==> config.mk <==
export PLATFORM = sky130hd
export DESIGN_NAME = if_fetch_unit_flat
export DESIGN_NICKNAME = d
export VERILOG_FILES = /design/src/rtl/if_fetch_unit_if.sv /design/src/rtl/if_fetch_unit.sv /design/src/flat_wrapper.sv
export SDC_FILE = /design/constraint.sdc
export NUM_CORES = 1
export LEC_CHECK = 0
export BUFFER_PORTS_ARGS = -buffer_cell sky130_fd_sc_hd__buf_2
export CAP_MARGIN = 10
export CORE_MARGIN = 2
export CORE_UTILIZATION = 30
export CTS_BUF_LIST = sky130_fd_sc_hd__clkbuf_8
export CTS_CLUSTER_DIAMETER = 100
export CTS_CLUSTER_SIZE = 25
export DETAILED_ROUTE_END_ITERATION = 10
export SLEW_MARGIN = 25
export SYNTH_ARGS = -nofsm -noshare
export SYNTH_HDL_FRONTEND = slang
export SYNTH_SLANG_ARGS = --single-unit
==> constraint.sdc <==
create_clock -name clk -period 3.2 [get_ports clk]
set_clock_uncertainty 0.05 [all_clocks]
set_input_delay 0.48 -clock clk [delete_from_list [all_inputs] [get_ports clk]]
set_output_delay 0.48 -clock clk [all_outputs]
set_load 0.02 [all_outputs]
==> src/rtl/if_fetch_unit_if.sv <==
// Instruction-memory request/ready channel between the fetch unit (master) and imem (slave).
interface if_fetch_unit_if;
    logic        req;
    logic [31:0] addr;
    logic        rdy;
    logic [31:0] rdata;

    modport master (output req, addr, input  rdy, rdata);
    modport slave  (input  req, addr, output rdy, rdata);
endinterface

==> src/rtl/if_fetch_unit.sv <==
// Instruction-fetch front end: owns the PC, handshakes with imem and feeds the IF/ID register.
module if_fetch_unit #(
    parameter logic [31:0] RESET_PC = 32'h0000_0000,
    parameter logic [31:0] NOP_INS  = 32'h2000_0000
) (
    input  logic                  clk,
    input  logic                  rst,
    input  logic                  stall,
    input  logic                  redirect,
    input  logic [31:0]           redirect_pc,
    if_fetch_unit_if.master       imem,
    output logic [31:0]           pc,
    output logic [31:0]           IF_ins,
    output logic [31:0]           IF_pc_plus_4,
    output logic                  IF_valid
);
    localparam int unsigned XLEN = 32;

    typedef enum logic [1:0] {FETCH, HOLD, DRAIN} state_t;

    state_t            state, state_n;
    logic [XLEN-1:0]   pc_n, tgt, tgt_n, buf_ins, buf_ins_n;
    logic [XLEN-1:0]   ins_n, pc4_n;
    logic              valid_n;
    logic [XLEN-1:0]   pc_plus_4, redir_aligned;

    assign pc_plus_4     = pc + XLEN'(4);
    assign redir_aligned = {redirect_pc[XLEN-1:2], 2'b00};

    // pc only moves on completion, so in DRAIN it still holds the stale request address
    assign imem.req  = (state != HOLD);
    assign imem.addr = pc;

    always_ff @(posedge clk) begin
        if (!rst) begin
            state        <= FETCH;
            pc           <= RESET_PC;
            tgt          <= '0;
            buf_ins      <= NOP_INS;
            IF_ins       <= NOP_INS;
            IF_pc_plus_4 <= '0;
            IF_valid     <= 1'b0;
        end else begin
            state        <= state_n;
            pc           <= pc_n;
            tgt          <= tgt_n;
            buf_ins      <= buf_ins_n;
            IF_ins       <= ins_n;
            IF_pc_plus_4 <= pc4_n;
            IF_valid     <= valid_n;
        end
    end

    always_comb begin
        state_n   = state;
        pc_n      = pc;
        tgt_n     = tgt;
        buf_ins_n = buf_ins;
        ins_n     = IF_ins;
        pc4_n     = IF_pc_plus_4;
        valid_n   = 1'b0;
        case (state)
            FETCH: begin
                if (imem.rdy) begin
                    if (redirect) begin
                        pc_n = redir_aligned;
                    end else if (stall) begin
                        buf_ins_n = imem.rdata;
                        pc_n      = pc_plus_4;
                        state_n   = HOLD;
                    end else begin
                        ins_n   = imem.rdata;
                        pc4_n   = pc_plus_4;
                        valid_n = 1'b1;
                        pc_n    = pc_plus_4;
                    end
                end else if (redirect) begin
                    tgt_n   = redir_aligned;
                    state_n = DRAIN;
                end
            end
            // pc already advanced past the buffered word, so it is that word's pc+4
            HOLD: begin
                if (redirect) begin
                    pc_n    = redir_aligned;
                    state_n = FETCH;
                end else if (!stall) begin
                    ins_n   = buf_ins;
                    pc4_n   = pc;
                    valid_n = 1'b1;
                    state_n = FETCH;
                end
            end
            DRAIN: begin
                if (redirect) tgt_n = redir_aligned;
                if (imem.rdy) begin
                    pc_n    = redirect ? redir_aligned : tgt;
                    state_n = FETCH;
                end
            end
            default: state_n = FETCH;
        endcase
    end
endmodule

==> src/flat_wrapper.sv <==
// flat-port wrapper written by rule: the top's interface ports become plain ports
module if_fetch_unit_flat 
#(
    parameter logic [31:0] RESET_PC = 32'h0000_0000,
    parameter logic [31:0] NOP_INS  = 32'h2000_0000
)
  (clk, rst, stall, redirect, redirect_pc, pc, IF_ins, IF_pc_plus_4, IF_valid, imem_req, imem_addr, imem_rdy, imem_rdata);
  if_fetch_unit_if imem_i ();
  input  logic clk;
  input  logic rst;
  input  logic stall;
  input  logic redirect;
  input  logic [31:0] redirect_pc;
  output logic [31:0] pc;
  output logic [31:0] IF_ins;
  output logic [31:0] IF_pc_plus_4;
  output logic IF_valid;
  output wire logic [$bits(imem_i.req)-1:0] imem_req;
  output wire logic [$bits(imem_i.addr)-1:0] imem_addr;
  input wire logic [$bits(imem_i.rdy)-1:0] imem_rdy;
  input wire logic [$bits(imem_i.rdata)-1:0] imem_rdata;
  assign imem_req = imem_i.req;
  assign imem_addr = imem_i.addr;
  assign imem_i.rdy = imem_rdy;
  assign imem_i.rdata = imem_rdata;
  if_fetch_unit #(.RESET_PC(RESET_PC), .NOP_INS(NOP_INS)) u_core (.clk(clk), .rst(rst), .stall(stall), .redirect(redirect), .redirect_pc(redirect_pc), .imem(imem_i), .pc(pc), .IF_ins(IF_ins), .IF_pc_plus_4(IF_pc_plus_4), .IF_valid(IF_valid));
endmodule
==> metrics <==
status finished clean; Post-synth ARST share 0%; first-pass GRT wire length 38.8 mm; CTS tree built; Main synth FF type dfxtp_1; DR vias 7,586; antenna-violating nets left 0; power per cell area 604 nW/um^2; syn avg cell area 7.91 um^2; CP Capture Type output pin; count leader, synth nand2_1; yosys warns 0; Leakage 0.00370 uW; Distinct cells, synth 61; WS Path Type reg -> out; Iteration-0 DRC Markers 749; grt total ovfl 0; largest net degree at the start of global routing 126; cells after synthesis 1,026; Cells after DPL 1,469; CTS H-tree depth 4; CP max FO 34; commonest cells in the synthesized netlist nand2_1 (177), dfxtp_1 (163), a21oi_1 (116), nor2_1 (71), clkbuf_1 (68); area grow syn2layout 18.2%; max-slew violations 0; fin crit share 89.8%; Fin. Hold Viols 0; CTS buffer count 17; CTS clk-pin slew, worst paths 90 ps; worst r2r dst u_core.imem.addr[31]$_SDFFE_PN0P_; CTS Buffer Depth 2; number of max-cap violations 0; Routed Wire Length 25.1 mm; CTS sink cnt 163; crit path time final 2870 ps; Die W 168 um; Required @ worst endpoint 2670 ps; clk_lat worst skew 450 ps; number of global-route vias before repair 6,702; post-synthesis sequential area ratio 40.2%; Syn Nets 1,100; HPWL after DPL 17.9 mm; Post-CTS Hold Buffers 0; CTS root buf clkbuf_8; DRC viols 0; Fin Setup TNS 0 ps; Slew headroom 55.6%; Post-Syn Area 8120 um^2; Synth area leader dfxtp_1; cts repair resizes 0; Worst setup SP type flip-flop; Max Fclk 348 MHz; fin nets 1,221; I/O Buffers 196; Overall Global Routing Usage 17.2%; initial antenna violation count 2; WL per Instance 16.7 um; gpl congestion 0.827; RSZ-0062 raised after global routing false; Non-Filler Instances 1,502; Synth area leaders dfxtp_1 (40%), nand2_1 (8.2%), a21oi_1 (7.2%); Final setup viols 0; Reg2Reg Depth 5; post-CTS setup repair buffer count 0; share of the synthesized area in the top cell type 40.2%; hold path endpoint u_core.buf_ins[29]$_SDFFE_PN1P_; die area 28,400 um^2; Vias/cell 5.05; Die Height 168 um; final hold slack 216 ps; final core occ 35.9%; critical path arrival 2340 ps; ratio of cells with drive above 1 in the final layout 23.9%; Reg-to-Reg Start u_core.imem.addr[7]$_SDFFE_PN0P_; initial core utilization 30.4%; worst hold stages 3; I/O pin count 199; Hold Crit Start imem_rdata[29]; Peak supply drop 0.235 mV; Pre-antenna DRT Iters 5; Post-synth EDFFs 0; #FFs+latches synth 163; core area 26,700 um^2; register-to-register setup slack 360 ps; worst hold path class in -> reg; row cnt 60; Least-Margin Pin Slew 660 ps
-- routing by layer --
layer / track usage, % / part of all wire [%] / wire (um) / up-vias
met2: 26.0 / 45 / 11200 / 229
li1: - / - / - / 3833
met5: 0 / 0.044 / 11 / -
met3: 3.23 / 5.8 / 1450 / 22
met1: 25.0 / 48 / 12200 / 3500
met4: 4.46 / 1.3 / 326 / 2
-- critical path, cell delays in order, from the launching register on --
cell and delay (ps):
dfxtp_1 350, inv_1 160, ha_4 350, buf_4 470
inv_1 320, buf_2 250
-- placed cells by master, fill, tap and decap left out, types with 7 or more instances in the layout --
master / netlist / final
nand3_1: 20 / 20
a211oi_1: 45 / 44
nor4_1: 14 / 14
nand2_1: 177 / 177
xnor2_1: 27 / 27
inv_1: 11 / 12
a221oi_1: 7 / 7
and3_1: 8 / 8
a22oi_1: 18 / 18
a22o_1: 9 / 9
clkbuf_8: 0 / 17
buf_2: 17 / 196
nor2_1: 71 / 70
nor3_1: 19 / 19
a21oi_1: 116 / 116
o21ai_0: 45 / 45
dfxtp_1: 163 / 163
or4_1: 7 / 7
a31oi_1: 7 / 7
mux2i_1: 41 / 41
buf_4: 35 / 31
nand4_1: 13 / 13
-- area by class of cell --
class	count	area (um^2)
Clock buffer	17	234
Antenna cell	2	5.00
Multi-Input combinational cell	723	4200
Clock inverter	14	153
Timing Repair Buffer	229	1250
Fill cell	2801	17100
Tap cell	341	427
Inverter	13	50.0
Sequential cell	163	3260
-- power breakdown --
part	internal [uW]	switching, uW
clock	699	804
sequential	2230	222
combinational	657	1180
-- worst max-delay path by stage --
stage	cells past startpoint	end	slack, ps	start
floorplan	7	u_core.imem.addr[22]$_SDFFE_PN0P_	640	u_core.imem.addr[2]$_SDFFE_PN0P_
global placement	5	u_core.imem.addr[31]$_SDFFE_PN0P_	440	u_core.imem.addr[7]$_SDFFE_PN0P_
detailed placement	5	u_core.imem.addr[31]$_SDFFE_PN0P_	420	u_core.imem.addr[7]$_SDFFE_PN0P_
CTS	5	imem_req	240	u_core.state[1]$_SDFFE_PN0P_
global route	5	imem_req	130	u_core.state[1]$_SDFFE_PN0P_
finish	5	imem_req	330	u_core.state[1]$_SDFFE_PN0P_
-- sequential cells by signal (all words and copies together) (netlist names) --
signal and count:
u_core.state 2, u_core.IF_pc_plus_4 32, u_core.tgt 32, u_core.imem.addr 32, u_core.buf_ins 32, u_core.IF_valid 1, u_core.IF_ins 32
-- stage by stage --
| step | setup slack, ps | total power, uW | cell area [um^2] |
|---|---|---|---|
| 3_3_place_gp | 436 | 4300 | 9200 |
| 5_1_grt | 132 | 6120 | 9590 |
| 6_report | 326 | 5790 | 9590 |
| 3_5_place_dp | 419 | 4320 | 9200 |
| 2_1_floorplan | 642 | 3770 | 8120 |
| 4_1_cts | 239 | 5840 | 9580 |
-- cells by family (layout without fill, tap and decap cells) --
family                   count (synthesis)  after routing  share of synthesized area [%]
AND/OR/NAND/NOR                        361            361                           20.2
AO/OA/AOI/OAI                          284            284                           21.9
flip-flops                             163            163                           40.2
buffers and inverters                  140            273                           8.39
multiplexers                            42             42                           5.20
XOR/XNOR                                31             31                           3.35
adder cells (fa/ha/maj)                  5              5                          0.771
other                                    0              2                              0
Note: power is estimated with default switching activity, not from simulation.
